$ cat config.mk
export PLATFORM = sky130hd
export DESIGN_NAME = trng_vn_packer
export DESIGN_NICKNAME = d
export VERILOG_FILES = /design/src/rtl/trng_pkg.sv /design/src/rtl/trng_rep_count_test.sv /design/src/rtl/trng_vn_packer.sv
export SDC_FILE = /design/constraint.sdc
export NUM_CORES = 1
export LEC_CHECK = 0
export ABC_CLOCK_PERIOD_IN_PS = 2400
export BUFFER_PORTS_ARGS = -buffer_cell sky130_fd_sc_hd__buf_4
export CAP_MARGIN = 20
export CELL_PAD_IN_SITES_DETAIL_PLACEMENT = 0
export CELL_PAD_IN_SITES_GLOBAL_PLACEMENT = 2
export CORE_AREA = 4 4 78 80
export CTS_BUF_LIST = sky130_fd_sc_hd__clkbuf_8
export DETAILED_ROUTE_END_ITERATION = 7
export DIE_AREA = 0 0 82 84
export PLACE_DENSITY_LB_ADDON = 0.3
export SLEW_MARGIN = 0
export SYNTH_ARGS = -nofsm -noshare
export SYNTH_HDL_FRONTEND = slang
export SYNTH_SLANG_ARGS = --single-unit
$ cat constraint.sdc
create_clock -name clk -period 2.4 [get_ports clk]
set_clock_uncertainty 0.05 [all_clocks]
set_input_delay 0.12 -clock clk [delete_from_list [all_inputs] [get_ports clk]]
set_output_delay 0.12 -clock clk [all_outputs]
set_load 0.005 [all_outputs]
$ cat src/rtl/trng_pkg.sv
// rtl/trng_pkg.sv - shared constants, types and width helpers for the TRNG post-processing path
package trng_pkg;

    localparam int BYTE_W            = 8;
    localparam int REP_LIMIT_DEFAULT = 32;

    typedef logic [BYTE_W-1:0] trng_byte_t;

    // Counter must be able to hold the value REP_LIMIT itself, hence limit+1.
    function automatic int rep_cnt_w(input int limit);
        return $clog2(limit + 1);
    endfunction

    localparam int REP_CNT_W   = rep_cnt_w(REP_LIMIT_DEFAULT);
    localparam int SHIFT_CNT_W = $clog2(BYTE_W);

endpackage

$ cat src/rtl/trng_rep_count_test.sv
// rtl/trng_rep_count_test.sv - continuous repetition-count health test on the raw entropy stream
module trng_rep_count_test
    import trng_pkg::*;
#(
    parameter int REP_LIMIT = REP_LIMIT_DEFAULT,
    parameter int CNT_W     = REP_CNT_W
) (
    input  logic clk,
    input  logic rst,
    input  logic sample_bit,
    input  logic valid,
    input  logic clr,
    output logic fail_pulse
);

    localparam logic [CNT_W-1:0] LIMIT = CNT_W'(REP_LIMIT);

    logic [CNT_W-1:0] rep_cnt;
    logic [CNT_W-1:0] rep_cnt_next;
    logic             last_bit;

    // Next run length: extend on a repeat of a live run (saturating), otherwise restart at 1.
    always_comb begin
        rep_cnt_next = rep_cnt;
        if (valid) begin
            if ((rep_cnt != '0) && (sample_bit == last_bit)) begin
                rep_cnt_next = (rep_cnt == LIMIT) ? LIMIT : rep_cnt + CNT_W'(1);
            end else begin
                rep_cnt_next = CNT_W'(1);
            end
        end
    end

    // Failure is flagged on the edge where the run length reaches the limit; a clear never masks it.
    assign fail_pulse = valid && (rep_cnt_next == LIMIT);

    // Run-length and last-bit state; the clear empties the run so counting restarts fresh.
    always_ff @(posedge clk) begin
        if (rst) begin
            rep_cnt  <= '0;
            last_bit <= 1'b0;
        end else begin
            if (valid) begin
                last_bit <= sample_bit;
            end
            if (clr) begin
                rep_cnt <= '0;
            end else begin
                rep_cnt <= rep_cnt_next;
            end
        end
    end

endmodule

$ cat src/rtl/trng_vn_packer.sv
// rtl/trng_vn_packer.sv - von Neumann debiaser, health monitor and byte packer with valid/ready output
module trng_vn_packer
    import trng_pkg::*;
#(
    parameter int REP_LIMIT = REP_LIMIT_DEFAULT
) (
    input  logic              clk,
    input  logic              rst,
    input  logic              en,
    input  logic              raw_bit,
    input  logic              raw_valid,
    output logic [BYTE_W-1:0] out_byte,
    output logic              out_valid,
    input  logic              out_ready,
    output logic              health_fail,
    input  logic              fail_clr
);

    localparam int                      CNT_W      = rep_cnt_w(REP_LIMIT);
    localparam logic [SHIFT_CNT_W-1:0] SHIFT_LAST = SHIFT_CNT_W'(BYTE_W - 1);

    // Von Neumann pair register
    logic have_first;
    logic first_bit;

    // Packing shift register; shift_full means a complete byte is parked here
    trng_byte_t             shift_reg;
    logic [SHIFT_CNT_W-1:0] shift_cnt;
    logic                   shift_full;

    logic       fail_pulse;
    logic       accept;
    logic       emit;
    logic       take_bit;
    logic       byte_done;
    logic       xfer;
    logic       out_free;
    trng_byte_t next_word;

    // The health test watches every enabled raw bit, even while the block is in failure.
    trng_rep_count_test #(
        .REP_LIMIT (REP_LIMIT),
        .CNT_W     (CNT_W)
    ) u_rep_test (
        .clk        (clk),
        .rst        (rst),
        .sample_bit (raw_bit),
        .valid      (raw_valid & en),
        .clr        (fail_clr),
        .fail_pulse (fail_pulse)
    );

    // Datapath qualifiers: pairing result, packing progress and output handshake for this cycle.
    always_comb begin
        accept    = raw_valid & en & ~health_fail;
        emit      = accept & have_first & (first_bit != raw_bit);
        take_bit  = emit & ~shift_full;
        next_word = {shift_reg[BYTE_W-2:0], first_bit};
        byte_done = take_bit & (shift_cnt == SHIFT_LAST);
        xfer      = out_valid & out_ready;
        out_free  = ~out_valid | xfer;
    end

    // Sticky health flag: set on a detected failure (which wins over a same-cycle clear).
    always_ff @(posedge clk) begin
        if (rst) begin
            health_fail <= 1'b0;
        end else if (fail_pulse) begin
            health_fail <= 1'b1;
        end else if (fail_clr) begin
            health_fail <= 1'b0;
        end
    end

    // Pair register: hold the first bit of a pair; disabling the block drops a half-pair.
    always_ff @(posedge clk) begin
        if (rst || fail_pulse) begin
            have_first <= 1'b0;
            first_bit  <= 1'b0;
        end else if (!en) begin
            have_first <= 1'b0;
        end else if (accept) begin
            if (have_first) begin
                have_first <= 1'b0;
            end else begin
                have_first <= 1'b1;
                first_bit  <= raw_bit;
            end
        end
    end

    // Packing and output register: MSB-first shift, direct load when the output is free,
    // otherwise park the byte and refill the output on the next transfer with no bubble.
    always_ff @(posedge clk) begin
        if (rst) begin
            shift_reg  <= '0;
            shift_cnt  <= '0;
            shift_full <= 1'b0;
            out_byte   <= '0;
            out_valid  <= 1'b0;
        end else if (fail_pulse) begin
            shift_reg  <= '0;
            shift_cnt  <= '0;
            shift_full <= 1'b0;
            out_valid  <= 1'b0;
        end else if (byte_done) begin
            shift_cnt <= '0;
            if (out_free) begin
                out_byte  <= next_word;
                out_valid <= 1'b1;
            end else begin
                shift_reg  <= next_word;
                shift_full <= 1'b1;
            end
        end else begin
            if (take_bit) begin
                shift_reg <= next_word;
                shift_cnt <= shift_cnt + SHIFT_CNT_W'(1);
            end
            if (xfer) begin
                if (shift_full) begin
                    out_byte   <= shift_reg;
                    shift_full <= 1'b0;
                end else begin
                    out_valid <= 1'b0;
                end
            end
        end
    end

endmodule

==> results.ini, run 1 <==
[status]
outcome=finished, final reports clean

[sta]
setup_viol=0
slew_headroom_pct=69.1
setup_tns_ps=0
period_share_pct=97.2
fmax_mhz=429
max_slew.worst_pin.slew_ps=463
finalHoldViolCount=0
fin_crit_ps=2330
drv_slew=0

[synth]
synthDominantCellAreaShare_pct=33.9
synth-seq-cells=31
synth_most_common_cell=dfxtp_1
syn_avg_cell_area_sq_um=9.96
synthTopCellsByArea=dfxtp_1, mux2i_1, nor3_2
netlist_area_sq_um=1830
yosys.area.top_type=dfxtp_1
yosysUniqueCellTypes=47
synthCells=184
async_reset_ff_share_pct=0
ys_seq_area_share_pct=33.9
synth_edf_count=0
synthFlopType=dfxtp_1
yosysWarnings=0
syn_nets=195
synth_common_cells=dfxtp_1, nor3_1, mux2i_1, nor2b_1, o21ai_0

[die]
row_count=27
die_y_um=84
core-area_sq_um=5410
dieWidth_um=82
initial_utilization_pct=33.9
io_pins=17
die_area_sq_um=6890

[power_and_ir_drop]
vdd_drop_max_v=0.000234
leakage_uw=0.000765
power_density_nw_per_um2=473
total_power_uw=1030

[detailed_routing]
via_per_inst=5.49
drt_iter0_markers=105
vias=1533
wirelength_mm=4.49
firstDrtPassIters=4
drcViolationCount=0
avgRoutedWirePerCell_um=16.1
ant_nets=0

[clock_tree]
insertion_delay_ps=280
cts_root_buffer=clkbuf_8
cts-htree-levels=2
cts.clk_slew.worst_paths_ps=60
cts_tree=built
max-clock-path-buffers=2
cts_made_buffers=5
cts.sinks=31

[critical_path]
end_kind=flop
worstPathRequired_ps=2510
startpoint_type=flop
path_max_fanout=5
setup.worst_path.start=u_rep_test.rep_cnt[0]
rr_worst_depth=8
rrSetupSlack_ps=70
crit_path_end=out_byte[7]
rr_endpoint=out_byte[7]
reg2reg_from=u_rep_test.rep_cnt[0]
path_class=flop to flop
cp.arrival_ps=2450

[cells_and_area]
area_growth_pct=19.1
stdcell_count=279
antennaDiodeCount=0
fin_util_pct=40.3
layout.nets=217
nFillCells=530
layout-drive-gt1-share_pct=31.4

[worst_hold_path]
min_path_type=primary input to flop

[grt]
grt_pass1_wl_mm=6.72
grt_use_total_pct=12.4
globalRoute.totalOverflow=0
first_global_vias=1458
antenna_found_initial=0
grt_max_degree=30

[job]
max_cap_viol_count=0

[placement]
place_inst=267
gp_congestion=0.878
port_buffers=16
dpl.hpwl_mm=2.91

## cells in the final DEF (no fill, tap or decap), types with 5 or more instances in the layout
master     count
nand2_1        6
nor2b_1       13
clkbuf_8       7
mux2_2         7
mux2i_1       12
nor3_1        15
nor3_2         9
dfxtp_1       30
buf_4         21
nor2_1         5
o21ai_0       10
a21oi_1        6
o22a_1         8
o2bb2ai_1      8
## cell type report
class | instances | area [sq um] | share of cell area [%]
clock buffer | 7 | 96.3 | 4.42
clock inverter | 1 | 3.75 | 0.172
inverter | 3 | 11.3 | 0.516
multi-input combinational | 143 | 1190 | 54.6
sequential | 31 | 622 | 28.5
tap | 72 | 90.1 | 4.13
timing repair buffer | 22 | 168 | 7.69
## routing by layer
layer / track usage (%) / share of wire [%] / vias to the layer above
met3: 3.35 / 3.1 / 11
met5: 0 / 0 / -
met4: 5.74 / 2.3 / 0
li1: - / - / 737
met1: 15.2 / 45 / 755
met2: 19.8 / 50 / 30
## how the worst min path moves through the flow
stage	startpoint	endpoint	slack (ps)	cells after the start
after floorplan	fail_clr	u_rep_test.rep_cnt[0]	150	1
after global placement	fail_clr	u_rep_test.rep_cnt[1]	270	2
after detailed placement	fail_clr	u_rep_test.rep_cnt[1]	270	2
after CTS	out_ready	shift_full	10	2
after global routing	out_ready	shift_full	20	2
final	out_ready	shift_full	20	2
## metrics by stage
stage / setup slack (ps) / area (sq um) / hold WS [ps]
2_1_floorplan: 314 / 1830 / 147
3_3_place_gp: 130 / 2010 / 271
3_5_place_dp: 84.5 / 2010 / 273
4_1_cts: 57.5 / 2120 / 14.7
5_1_grt: -12.8 / 2180 / 15.1
6_report: 67.2 / 2180 / 22.7
## logic make-up after synthesis
| group | share of synthesized area [%] |
|---|---|
| flip-flops | 33.9 |
| multiplexers | 12.2 |
| AND/OR/NAND/NOR | 24.6 |
| adder cells (fa/ha/maj) | 2.73 |
| AO/OA/AOI/OAI | 19.7 |
| XOR/XNOR | 2.80 |
| buffers and inverters | 4.10 |
## critical path: stages, from the launching register on
cell,delay [ps]
dfxtp_2,360
inv_1,100
ha_1,140
or4b_4,500
mux2i_2,230
o22ai_2,110
buf_4,180
o2111ai_4,170
mux2_2,380
## power by group
part,total [uW],switching [uW],internal (uW)
clock,449,192,257
sequential,521,3.29,517
combinational,61.0,39.0,21.9
total,1030,234,797
## timing repair
action                                 in CTS  in global routing
gates resized for setup                     0                  5
setup endpoints to repair                   0                  7
buffers inserted                            0                  1
hold buffers                                1                  0
endpoints found under the hold margin       2                  0
Power figures use the tool's default switching activity.
==> run 2, diff against run 1 <==
- CORE_AREA: 4 4 78 80 -> 4 4 74 76
- DIE_AREA: 0 0 82 84 -> 0 0 78 80
- PLACE_DENSITY: default -> 0.75
- PLACE_DENSITY_LB_ADDON: 0.3 -> default
==> results.ini, run 2 (synthesis results as in run 1) <==
[status]
outcome=finished, final reports clean

[die]
initial_utilization_pct=38.8  ; +4.9 points
die_y_um=80  ; -4.8%
row_count=25  ; -7.4%
dieWidth_um=78  ; -4.9%
io_pins=17  ; unchanged
die_area_sq_um=6240  ; -9.4%
core-area_sq_um=4720  ; -13%

[sta]
fmax_mhz=433  ; +0.90%
max_slew.worst_pin.slew_ps=400  ; -63.5 ps
fin_crit_ps=2310  ; -20.9 ps
period_share_pct=96.3  ; -0.87 points
finalHoldViolCount=0  ; unchanged
holdWs_ps=23.1  ; +0.452 ps
setup_viol=0  ; unchanged
slew_headroom_pct=73.2  ; +4.1 points
drv_slew=0  ; unchanged

[critical_path]
end_kind=flop
cp_slowest_stage_delay_ps=490  ; about the same
path_class=flop to flop
startpoint_type=flop
path_max_fanout=15  ; +10
worstPathRequired_ps=2530  ; +20 ps
rrSetupSlack_ps=90  ; +20 ps
path_cells=inv_1 > ha_1 > or4b_4 > mux2i_1 > o22ai_4 > o2111a_4 > a2111oi_4
cp.arrival_ps=2440  ; about the same
crit_slowest_cell=or4b_4

[clock_tree]
cts.sinks=31  ; unchanged
cts.clk_slew.worst_paths_ps=70  ; about the same
cts_root_buffer=clkbuf_8
cts_made_buffers=5  ; unchanged
max-clock-path-buffers=2  ; unchanged
cts-htree-levels=2  ; unchanged
postCtsSetupBuffers=0  ; unchanged
cts_tree=built
insertion_delay_ps=280  ; about the same

[cells_and_area]
multi_input_area_sq_um=1160  ; -2.2%
nFillCells=479  ; -9.6%
antennaDiodeCount=0  ; unchanged
mostFrequentLayoutCell=dfxtp_1
register_area_sq_um=622  ; unchanged
layout-drive-gt1-share_pct=30.2  ; -1.2 points
final_cell_mix=dfxtp_1, buf_4, nor3_1, mux2i_1, nor2b_1
layout.nets=215  ; -0.92%
stdcell_count=272  ; -2.5%
area_growth_pct=16.9

[detailed_routing]
via_per_inst=5.34  ; -2.8%
vias=1452  ; -5.3%
ant_nets=0  ; unchanged
wirelength_mm=4.28  ; -4.7%
drcViolationCount=0  ; unchanged
drt_iter0_markers=71  ; -32%
firstDrtPassIters=4  ; unchanged
avgRoutedWirePerCell_um=15.7  ; -2.2%

[grt]
grt_use_total_pct=14.1  ; +1.7 points
first_global_vias=1425  ; -2.3%
grt_pass1_wl_mm=6.95  ; +3.4%
globalRoute.totalOverflow=0  ; unchanged
grt_max_degree=30  ; unchanged
antenna_found_initial=0  ; unchanged

[power_and_ir_drop]
clock_power_share_pct=43.9  ; +0.3 points
p_sw_uw=237  ; +1.3%
vdd_drop_max_v=0.000282  ; +21%
leakage_uw=0.000762  ; -0.29%
pwr-share-seq_pct=50.4  ; about the same
swShare_pct=23.0  ; +0.24 points
power.share.combinational_pct=5.7  ; -0.2 points
p_int_uw=796  ; about the same
power_density_nw_per_um2=483  ; +2.1%

[placement]
port_buffers=16  ; unchanged
place_inst=262  ; -1.9%
dpl.hpwl_mm=2.84  ; -2.4%
gp_congestion=0.813  ; -7.4%

[worst_hold_path]
min_path_type=primary input to flop

[job]
max_cap_viol_count=0  ; unchanged

run 2: area by class of cell:
cell class / count / area share, %
clock buffer: 7 / 4.50
clock inverter: 1 / 0.175
inverter: 3 / 0.526
multi-input combinational: 142 / 54.4
sequential: 31 / 29.0
tap: 67 / 3.92
timing repair buffer: 21 / 7.48
run 2: power by group through the flow:
stage / clock [uW] / sequential (uW) / combinational, uW
after floorplan: 0 / 531 / 37.7
after global placement: 0 / 532 / 53.7
after detailed placement: 0 / 532 / 54.6
after CTS: 473 / 520 / 56.1
after global routing: 494 / 521 / 65.8
final: 453 / 521 / 59.4
run 2: worst paths after layout:
| kind | from | endpoint | cells after the start |
|---|---|---|---|
| worst max-delay path | u_rep_test.rep_cnt[0] | shift_full | 7 |
| worst min-delay path | out_ready | shift_full | 2 |
| worst max register to register | u_rep_test.rep_cnt[0] | shift_full | 7 |
| worst min register to register | u_rep_test.last_bit | u_rep_test.last_bit | 2 |
run 2: per-layer routing:
| layer | track usage (%) | part of all wire [%] |
|---|---|---|
| met4 | 6.82 | 1.8 |
| met5 | 0 | 0 |
| met1 | 18.8 | 47 |
| met3 | 2.93 | 3.3 |
| met2 | 21.5 | 48 |
run 2: worst max-delay path, delay by kind of cell, from the launching register on:
family                     cells  cell delay [ps]
and+or+nand+nor                1              490
AOI/OAI and AO/OA              3              790
DFF                            1              350
buffers and inverters          1              100
adders and majority gates      1              140
muxes                          1              280
run 2: through the flow:
stage | setup TNS [ps] | setup slack [ps] | utilization [%] | cell area [sq um] | power, uW
floorplan | 0 | 314 | - | 1830 | 569
global placement | 0 | 152 | 42.4 | 2000 | 585
detailed placement | 0 | 89.4 | 42.4 | 2000 | 587
CTS | 0 | 75.8 | 44.7 | 2110 | 1050
global route | -92.2 | -41.5 | 45.3 | 2140 | 1080
finish | 0 | 88.1 | 45.3 | 2140 | 1030
run 2: timing repair:
action                                  4_1_cts  5_1_grt
hold buffers                                  1        0
gates resized for setup                       0        3
hold endpoints to repair                      2        0
endpoints found under the setup margin        0        6
==> run 3, diff against run 2 <==
- RECOVER_POWER: default -> 50
==> results.ini, run 3 (synthesis results as in run 1) <==
[grt]
first_global_vias=1425  ; unchanged
grt_use_total_pct=14.1  ; unchanged
grt_max_degree=30  ; unchanged
grt_pass1_wl_mm=6.95  ; unchanged
globalRoute.totalOverflow=0  ; unchanged
antenna_found_initial=0  ; unchanged

[die]
io_pins=17  ; unchanged
die_area_sq_um=6240  ; unchanged
die_y_um=80  ; unchanged
dieWidth_um=78  ; unchanged
initial_utilization_pct=38.8  ; unchanged
row_count=25  ; unchanged
core-area_sq_um=4720  ; unchanged

[clock_tree]
max-clock-path-buffers=2  ; unchanged
cts.clk_slew.worst_paths_ps=70  ; about the same
cts.sinks=31  ; unchanged
insertion_delay_ps=280  ; about the same
cts_root_buffer=clkbuf_8
cts_tree=built
cts-htree-levels=2  ; unchanged
postCtsSetupBuffers=0  ; unchanged
cts_made_buffers=5  ; unchanged

[sta]
setup_tns_ps=0  ; unchanged
fmax_mhz=432  ; about the same
worst_slack_ps=87.5  ; -0.642 ps
finalHoldViolCount=0  ; unchanged
max_slew.worst_pin.slew_ps=410  ; +9.92 ps
period_share_pct=96.4  ; about the same
setup_viol=0  ; unchanged
slew_headroom_pct=72.7  ; -0.52 points
fin_crit_ps=2310  ; +0.641 ps
holdWs_ps=23.9  ; +0.752 ps
drv_slew=0  ; unchanged

[detailed_routing]
vias=1455  ; +0.21%
wirelength_mm=4.30  ; +0.44%
met1_length_mm=2.04  ; +1.0%
met2WireLength_mm=2.05  ; +0.24%
route.met3.wl_um=133  ; -5.0%
drcViolationCount=0  ; unchanged
topRoutingLayerUsed=met4
avgRoutedWirePerCell_um=15.8  ; +0.44%
firstDrtPassIters=4  ; unchanged
drt_iter0_markers=76  ; +7.0%
via_per_inst=5.35  ; +0.21%
ant_nets=0  ; unchanged

[status]
outcome=finished, final reports clean

[power_and_ir_drop]
total_power_uw=1030  ; about the same
power_density_nw_per_um2=484  ; +0.22%
leakage_uw=0.000753  ; -1.2%
vdd_drop_max_v=0.000282  ; about the same

[placement]
dpl_worst_slack_ps=89.4  ; unchanged
gp_congestion=0.813  ; unchanged
port_buffers=16  ; unchanged
dpl.hpwl_mm=2.84  ; unchanged

[critical_path]
startpoint_type=flop
path_max_fanout=15  ; unchanged
reg2reg_from=u_rep_test.rep_cnt[0]
path_class=flop to flop
rrSetupSlack_ps=90  ; about the same
rr_endpoint=shift_full
cp.arrival_ps=2440  ; about the same
end_kind=flop
worstPathRequired_ps=2530  ; about the same
rr_worst_depth=7  ; unchanged

[job]
max_cap_viol_count=0  ; unchanged

[cells_and_area]
final_cell_mix=dfxtp_1, nor3_1, mux2i_1, nor2b_1
layout-drive-gt1-share_pct=29.8  ; -0.49 points
layout.nets=215  ; unchanged
antennaDiodeCount=0  ; unchanged
area_growth_pct=16.7
fin_util_pct=45.2  ; -0.079 points
mostFrequentLayoutCell=dfxtp_1

[worst_hold_path]
min_path_type=primary input to flop
hold_path_end=shift_full
hold-path-cell-count=2  ; unchanged
min_from=out_ready

run 3: routing by layer:
| metal | GRT usage [%] | up-vias |
|---|---|---|
| met4 | 6.82 | 0 |
| li1 | - | 726 |
| met2 | 21.5 | 27 |
| met5 | 0 | - |
| met3 | 2.93 | 7 |
| met1 | 18.8 | 695 |
run 3: report_power, final:
part,switching [uW],leakage [uW],total (uW),internal [uW]
sequential,3.50,0.000250,521,517
combinational,38.2,0.000447,59.5,21.3
clock,196,0.0000557,454,257
total,238,0.000753,1030,796
run 3: through the flow:
step                      instances  cell area (sq um)
after detailed placement        262               2000
after floorplan                 184               1830
after global routing            272               2140
after global placement          262               2000
after CTS                       271               2110
final                           272               2140
run 3: layout make-up:
type                            instances  area, sq um
Fill cell                             479         2590
Multi-Input combinational cell        142         1160
Clock inverter                          1         3.75
Timing Repair Buffer                   21          156
Tap cell                               67         83.8
Clock buffer                            7         96.3
Sequential cell                        31          622
Inverter                                3         11.3
run 3: worst max-delay path: stages (launching register included):
cell and delay, ps:
dfxtp_2 360, inv_1 100, ha_1 140, or4b_4 490
mux2i_1 280, o22ai_4 170, o2111a_4 290, a2111oi_4 330
run 3: worst max path at each step:
stage                                startpoint           to  slack [ps]  depth (start not counted)
after global routing      u_rep_test.rep_cnt[1]   shift_full         -40                          7
after detailed placement  u_rep_test.rep_cnt[0]  out_byte[0]          90                          7
after CTS                 u_rep_test.rep_cnt[0]  out_byte[0]          80                          7
after floorplan           u_rep_test.rep_cnt[0]  out_byte[0]         310                          7
final                     u_rep_test.rep_cnt[0]   shift_full          90                          7
after global placement    u_rep_test.rep_cnt[0]  out_byte[0]         150                          7
run 3: timing repair:
item	4_1_cts	5_1_grt
resized for setup	0	3
endpoints found under the setup margin	0	6
hold endpoints to repair	2	0
hold buffers	1	0
